### src/rtl/cla_pkg.sv
// rtl/cla_pkg.sv - shared lookahead helpers and parameter check for the pipelined CLA
package cla_pkg;

    localparam int MAX_BLOCK = 8;

    typedef logic [MAX_BLOCK-1:0] grp_vec_t;

    function automatic grp_vec_t grp_generate(input grp_vec_t a, input grp_vec_t b);
        return a & b;
    endfunction

    function automatic grp_vec_t grp_propagate(input grp_vec_t a, input grp_vec_t b);
        return a ^ b;
    endfunction

    // Flattened carry into bit n: c0·P[n-1:0] | OR_j G_j·P[n-1:j+1].
    function automatic logic grp_carry(input grp_vec_t g, input grp_vec_t p,
                                       input logic c0, input int n);
        logic c;
        logic t;
        c = c0;
        for (int k = 0; k < MAX_BLOCK; k++) begin
            if (k < n) c = c & p[k];
        end
        for (int j = 0; j < MAX_BLOCK; j++) begin
            if (j < n) begin
                t = g[j];
                for (int k = j + 1; k < MAX_BLOCK; k++) begin
                    if (k < n) t = t & p[k];
                end
                c = c | t;
            end
        end
        return c;
    endfunction

    function automatic bit cfg_ok(input int width, input int block);
        return (block >= 1) && (block <= MAX_BLOCK) && (width >= block) && (width % block == 0);
    endfunction

endpackage

### src/rtl/cla_group.sv
// rtl/cla_group.sv - combinational BLOCK-bit carry-lookahead group
module cla_group
    import cla_pkg::*;
#(
    parameter int BLOCK = 4
) (
    input  logic [BLOCK-1:0] a,
    input  logic [BLOCK-1:0] b,
    input  logic             c_in,
    output logic [BLOCK-1:0] s,
    output logic             c_out,
    output logic             c_msb
);

    grp_vec_t         a_w;
    grp_vec_t         b_w;
    grp_vec_t         g;
    grp_vec_t         p;
    logic [BLOCK:0]   c;

    always_comb begin
        a_w = '0;
        b_w = '0;
        a_w[BLOCK-1:0] = a;
        b_w[BLOCK-1:0] = b;
        g = grp_generate(a_w, b_w);
        p = grp_propagate(a_w, b_w);
        c = '0;
        for (int i = 0; i <= BLOCK; i++) begin
            c[i] = grp_carry(g, p, c_in, i);
        end
    end

    assign s     = p[BLOCK-1:0] ^ c[BLOCK-1:0];
    assign c_out = c[BLOCK];
    assign c_msb = c[BLOCK-1];

endmodule

### src/rtl/pipelined_cla_addsub.sv
// rtl/pipelined_cla_addsub.sv - pipelined CLA adder/subtractor, one lookahead group per stage
module pipelined_cla_addsub
    import cla_pkg::*;
#(
    parameter int WIDTH = 16,
    parameter int BLOCK = 4
) (
    input  logic             clk,
    input  logic             rst,
    input  logic             in_valid,
    output logic             in_ready,
    input  logic [WIDTH-1:0] a,
    input  logic [WIDTH-1:0] b,
    input  logic             cin,
    input  logic             sub,
    output logic             out_valid,
    input  logic             out_ready,
    output logic [WIDTH-1:0] sum,
    output logic             cout,
    output logic             ovf
);

    localparam int NGRP = WIDTH / BLOCK;

    if (!cfg_ok(WIDTH, BLOCK)) begin : g_cfg_check
        $error("pipelined_cla_addsub: WIDTH must be a multiple of BLOCK and BLOCK in 1..8");
    end

    logic             adv;
    logic [WIDTH-1:0] b_eff;
    logic             c0;

    // The whole pipe moves as one; bubbles are kept so latency is fixed.
    assign adv      = !out_valid || out_ready;
    assign in_ready = adv;
    assign b_eff    = sub ? ~b : b;
    assign c0       = sub | cin;

    for (genvar k = 0; k < NGRP; k++) begin : g_stage
        logic             v_in;
        logic [WIDTH-1:0] a_in;
        logic [WIDTH-1:0] b_in;
        logic [WIDTH-1:0] sum_in;
        logic             carry_in;
        logic [BLOCK-1:0] grp_s;
        logic             grp_cout;
        logic             grp_cmsb;
        logic [WIDTH-1:0] sum_d;
        logic             valid_q;
        logic [WIDTH-1:0] sum_q;
        logic [WIDTH-1:0] a_q;
        logic [WIDTH-1:0] b_q;
        logic             carry_q;
        logic             ovf_q;

        if (k == 0) begin : g_first
            assign v_in     = in_valid;
            assign a_in     = a;
            assign b_in     = b_eff;
            assign sum_in   = '0;
            assign carry_in = c0;
        end else begin : g_next
            assign v_in     = g_stage[k-1].valid_q;
            assign a_in     = g_stage[k-1].a_q;
            assign b_in     = g_stage[k-1].b_q;
            assign sum_in   = g_stage[k-1].sum_q;
            assign carry_in = g_stage[k-1].carry_q;
        end

        cla_group #(.BLOCK(BLOCK)) u_grp (
            .a     (a_in[k*BLOCK +: BLOCK]),
            .b     (b_in[k*BLOCK +: BLOCK]),
            .c_in  (carry_in),
            .s     (grp_s),
            .c_out (grp_cout),
            .c_msb (grp_cmsb)
        );

        always_comb begin
            sum_d = sum_in;
            sum_d[k*BLOCK +: BLOCK] = grp_s;
        end

        // Data only loads behind a valid token so the output holds its last result.
        always_ff @(posedge clk) begin
            if (rst) begin
                valid_q <= 1'b0;
                sum_q   <= '0;
                a_q     <= '0;
                b_q     <= '0;
                carry_q <= 1'b0;
                ovf_q   <= 1'b0;
            end else if (adv) begin
                valid_q <= v_in;
                if (v_in) begin
                    sum_q   <= sum_d;
                    a_q     <= a_in;
                    b_q     <= b_in;
                    carry_q <= grp_cout;
                    ovf_q   <= grp_cmsb ^ grp_cout;
                end
            end
        end
    end

    assign out_valid = g_stage[NGRP-1].valid_q;
    assign sum       = g_stage[NGRP-1].sum_q;
    assign cout      = g_stage[NGRP-1].carry_q;
    assign ovf       = g_stage[NGRP-1].ovf_q;

endmodule

### config.mk
export PLATFORM = sky130hd
export DESIGN_NAME = pipelined_cla_addsub
export DESIGN_NICKNAME = d
export VERILOG_FILES = /design/src/rtl/cla_pkg.sv /design/src/rtl/cla_group.sv /design/src/rtl/pipelined_cla_addsub.sv
export SDC_FILE = /design/constraint.sdc
export NUM_CORES = 1
export LEC_CHECK = 0
export BUFFER_PORTS_ARGS = -buffer_cell sky130_fd_sc_hd__buf_2
export CAP_MARGIN = 10
export CORE_UTILIZATION = 32
export CTS_CLUSTER_DIAMETER = 80
export DETAILED_ROUTE_END_ITERATION = 10
export SYNTH_ARGS = -nofsm -noshare
export SYNTH_HDL_FRONTEND = slang
export SYNTH_HIERARCHICAL = 1
export SYNTH_SLANG_ARGS = --single-unit
### constraint.sdc
create_clock -name clk -period 4.5 [get_ports clk]
set_clock_uncertainty 0.15 [all_clocks]
set_input_delay 0.9 -clock clk [delete_from_list [all_inputs] [get_ports clk]]
set_output_delay 0.9 -clock clk [all_outputs]
set_load 0.05 [all_outputs]
# Word level (Yosys, flattened, before mapping)
# Cells that the tools add are included.
# word_totals
reg_bits	145
latch_bits	0
mem_bits_rw	0
romBits	0
inputBits	38
memories	0
# classes
addsub	0
n_mul	0
div	0
order_cmp	0
eq_ne	0
n_shift	0
muxes	1
bitwise	95
n_reduce_logical	6
# ops
operator	count
bitwise OR 1 bit	41
bitwise AND 1 bit	40
bitwise XOR 4 bit	8
bitwise AND 4 bit	4
two-way mux 16 bit	1
inverter 16 bit	1
AND reduction 2 bit	4
logical NOT 1 bit	1
logical OR 1 bit	1
bitwise XOR 1 bit	1

# Longest topological paths before layout
# logic_depth
ltp_word	11
depth_mapped	10

# Modules after synthesis
# The synthesis kept the hierarchy.
# modules_own_cells
module	instances	cells_each	area_per_inst_um2	seq_area_each_um2
pipelined_cla_addsub	1	437	3982.6	1941.9
cla_group at g_stage[0].u_grp ...	3	15	162.7	0.0
cla_group at g_stage[3].u_grp	1	19	161.4	0.0

# Worst setup path before layout
# No wires, ideal clock.
# synth_path
path_kind	input to register
startpoint	in sub
endpoint	reg g_stage[0].sum_q[2]
arrival_ns	2.485
required_ns	4.280
path_slack_ns	1.794
stages	10
path_cell_list	buf_4 buf_6 xor2_1 ha_1 ha_1 o21a_1 nor2_1 xnor2_1 nand3_1 a21oi_1
# synth_via
elab_chain_len	7
elab_cells_between_ends	10
# synth_rtl
item	line	source
start: declaration	pipelined_cla_addsub.sv:15	input logic sub,
two-way mux 16 bit *	pipelined_cla_addsub.sv:36	assign b_eff = sub ? ~b : b;
via b_eff[0]	pipelined_cla_addsub.sv:30	logic [WIDTH-1:0] b_eff;
bitwise XOR 4 bit	cla_pkg.sv:13	return a ^ b;
bitwise AND 1 bit (2 in series)	cla_pkg.sv:23	if (k < n) c = c & p[k];
bitwise OR 1 bit * (2 in series)	cla_pkg.sv:31	c = c | t;
bitwise XOR 4 bit *	cla_group.sv:34	assign s = p[BLOCK-1:0] ^ c[BLOCK-1:0];
via g_stage[0].grp_s[2]	pipelined_cla_addsub.sv:45	logic [BLOCK-1:0] grp_s;
end signal: assignment	pipelined_cla_addsub.sv:96	sum_q <= sum_d;
end: declaration	pipelined_cla_addsub.sv:50	logic [WIDTH-1:0] sum_q;
# The timed path passes the listed nets; every way through them passes the cells marked *.
# A chain may end at the register's enable or synchronous reset.

# Worst setup path in the final report
# Ends and elaborated chain as after synthesis.

==> reports/metrics.csv <==
stage;metric;value;unit
run_status;status;completed;
clock_tree;cts_buffers;9;
die;die_w;122;um
setup_path;worstSetupEndpoint;g_stage[0].sum_q[2];
timing;worst_slew_pin_slew;1.02;ns
setup_path;crit_family;adder cells;
clock_tree;insertion_delay;0.34;ns
synth;synth.ff_latch_count;97;
detailed_routing;ant_nets;0;
detailed_routing;drc;0;
final_layout;fill_cells;1434;
pwr;peakVddDrop;0.000167;V
setup_path;path_max_fanout;17;
detailed_routing;met3_length;375;um
setup_path;crit_top_cell;ha_1;
min_path;hp-class;flip-flop to flip-flop;
timing;min_period_over_period;58.9;%
setup_path;crit_type;input pin to flip-flop;
setup_path;arrival;2.76;ns
pwr;power_frac_seq;47.7;%
clock_tree;cts_tree;built;
clock_tree;clk_root_buffer_cell;clkbuf_16;
detailed_routing;wl_met2;4410;um
pwr;clkPwrFrac;42.5;%
timing;final.setup.tns;0;ns
synth;yosys.area_share.simple;13.7;%
detailed_routing;vias_per_cell;4.89;
detailed_routing;dr.first_iter.drc_count;204;
pwr;p_leak;2.03;nW
detailed_routing;wl_met1;4640;um
detailed_routing;firstDrtPassIters;4;
final_layout;area.growth.synth_to_final;13.0;%
setup_path;worstPathRequired;4.61;ns
synth;synth.area.mux_share;3.89;%
final_layout;nNetsFinal;592;
pwr;combinationalPowerShare;9.8;%
clock_tree;clock_sinks;97;
place;io_buffers;57;
setup_path;r2r_end;g_stage[1].a_q[12];
die;ios;58;
timing;period_minus_slack;2.65;ns
grt;antenna_found_initial;0;
grt;grt_remaining_overflow;0;
synth;synth_cell_types;36;
grt;track_usage;13.5;%
die;dieHeight;122;um
die;die_area;0.0150;mm^2
clock_tree;clk_pin_slew_worst_paths;0.06;ns
timing;fin_ws;1.85;ns
setup_path;crit_chain;buf_2, xor2_1, ha_1, ha_1, o21a_1, nor2_1, xnor2_1, nand3_1, a21oi_1;
synth;synthCells;501;
setup_path;timing.critical_path.depth;9;
timing;setup_viol;0;
setup_path;worst_setup_path_start_kind;input pin;
setup_path;rrSetupSlack;2.51;ns
place;dp_slack;1.47;ns
flow_run;maxCapViolCount;0;
setup_path;slowest_stage;buf_2;
die;row_count;43;
setup_path;crit_start;sub;
synth;synth-compound-area-share;21.0;%
clock_tree;post_cts_buffers;0;
timing;relSlewSlack;31.9;%
setup_path;end_kind;flip-flop;
grt;grt_pass1_vias;3395;
pwr;switchingPower;0.454;mW
synth;synth-adder-area-share;7.13;%
final_layout;drive_above_1_share;20.0;%
synth;yosysWarningCount;6;
synth;syn-num-nets;563;
timing;rsz0062_at_grt;no;
setup_path;path_buf_inv;1;
pwr;swShare;23.7;%
timing;drv_slew;0;
synth;syn_area;0.00463;mm^2
synth;avgSynthCellArea;9.25;um^2
pwr;p_int;1.46;mW
place;place_congestion;0.711;
synth;synth-xor-area-share;5.97;%
grt;grt_pass1_wl;16100;um
setup_path;crit_path_max_incr_delay;0.37;ns
clock_tree;clockBufferDepth;2;
timing;hold_viol_final;0;
pwr;power_density;365;mW/mm^2
detailed_routing;routed_wl;9530;um
detailed_routing;topRoutingLayerUsed;met4;
clock_tree;hold_buffers;0;
detailed_routing;vias;3494;
setup_path;r2r_cells;3;
timing;timing.fmax;377;MHz
final_layout;antenna_cells;0;
die;core;0.0140;mm^2
clock_tree;htreeDepth;3;
detailed_routing;wl_per_cell;13.3;um
grt;grt_max_degree;81;
die;initial_core_util;33.1;%
setup_path;timing.rr.start;g_stage[0].valid_q;
synth;synth-seq-area-share;41.9;%
place;dp_hpwl;6660;um
clock_tree;cts_resized;0;
synth;synth_top_family_by_area;compound AO/OA/AOI/OAI gates;
worst min path at each step:
stage	start	to	slack, ns	cells after the start
after floorplan	g_stage[1].b_q[15]	g_stage[2].b_q[15]	0.29	2
after global placement	g_stage[0].b_q[15]	g_stage[1].b_q[15]	0.31	2
after detailed placement	g_stage[0].b_q[15]	g_stage[1].b_q[15]	0.31	2
after CTS	g_stage[0].sum_q[0]	g_stage[1].sum_q[0]	0.32	2
after global routing	g_stage[1].sum_q[6]	g_stage[2].sum_q[6]	0.34	2
final	g_stage[0].sum_q[0]	g_stage[1].sum_q[0]	0.32	2
synth_stat cells (all sizes together):
master  instances  area share (%)
nand2          10             1.1
nor2            7            0.84
o21a            4            0.65
nand3          59             6.4
o21ai          62             6.7
mux2i          18             3.9
or2             1            0.14
a311oi          1            0.19
nand2b         33             4.5
inv             9            0.78
xor2           11             2.6
fa              4             1.7
o211ai          4            0.97
nor2b           1            0.30
a21oi          80             8.9
nand4b          3            0.57
a21o            4            0.65
a211oi         12             2.9
ha             20             5.4
dfxtp          97              42
buf            27             4.2
xnor2          18             3.4
clkbuf         16             1.4
per-stage QoR:
stage | cells | hold slack, ns | power (mW) | util [%] | instance area (um^2)
floorplan | 501 | 0.290 | 1.07 | - | 4630
global placement | 699 | 0.305 | 1.11 | 35.1 | 4910
detailed placement | 699 | 0.309 | 1.12 | 35.1 | 4910
CTS | 715 | 0.321 | 1.94 | 37.4 | 5230
global route | 715 | 0.344 | 1.99 | 37.4 | 5230
finish | 715 | 0.320 | 1.91 | 37.4 | 5230
power groups by stage:
stage | Clock, mW | Sequential (mW) | Combinational (mW)
after floorplan | 0 | 0.923 | 0.152
after global placement | 0 | 0.931 | 0.182
after detailed placement | 0 | 0.932 | 0.187
after CTS | 0.835 | 0.912 | 0.189
after global routing | 0.872 | 0.915 | 0.208
final | 0.813 | 0.912 | 0.187
per-layer routing:
layer	up-vias	GRT usage (%)
li1	1815	-
met1	1610	17.9
met2	62	21.9
met3	7	2.83
met4	0	3.96
met5	-	0
registers in the layout, indices dropped and copies added, names as in the netlist:
signal / cells
g_stage.b_q: 24
g_stage.a_q: 24
g_stage.sum_q: 24
g_stage.valid_q: 3
ovf: 1
out_valid: 1
g_stage.carry_q: 3
cout: 1
sum: 16
worst reg2reg max path: stages, from the launching register on:
cell,delay [ns]
dfxtp_1,0.72
inv_1,0.41
nor2_2,0.41
mux2i_1,0.23
area by class of cell:
cell class | instances | area (um^2) | area share [%]
multi-input combinational | 352 | 2390 | 45.8
sequential | 97 | 1940 | 37.1
timing repair buffer | 61 | 315 | 6.02
clock buffer | 9 | 225 | 4.30
tap | 180 | 225 | 4.30
clock inverter | 7 | 95.1 | 1.82
inverter | 9 | 36.3 | 0.693
layout by cell type, fill, tap and decap left out, types with 7 or more instances in the layout:
cell type,count
a211oi_2,9
a21oi_1,77
buf_2,57
clkbuf_16,9
dfxtp_1,97
ha_1,20
inv_1,7
mux2i_1,18
nand2b_1,33
nand3_1,59
o21ai_0,34
o21ai_1,28
xnor2_1,18
xor2_1,8
logic make-up (layout without fill, tap and decap cells):
| logic type | after synthesis | count (layout) |
|---|---|---|
| adders and majority gates | 24 | 24 |
| AOI/OAI and AO/OA | 167 | 167 |
| and+or+nand+nor | 114 | 114 |
| buffers and inverters | 52 | 86 |
| xor gates and xnor gates | 29 | 29 |
| muxes | 18 | 18 |
| DFF | 97 | 97 |
Note: power is estimated with default switching activity, not from simulation.
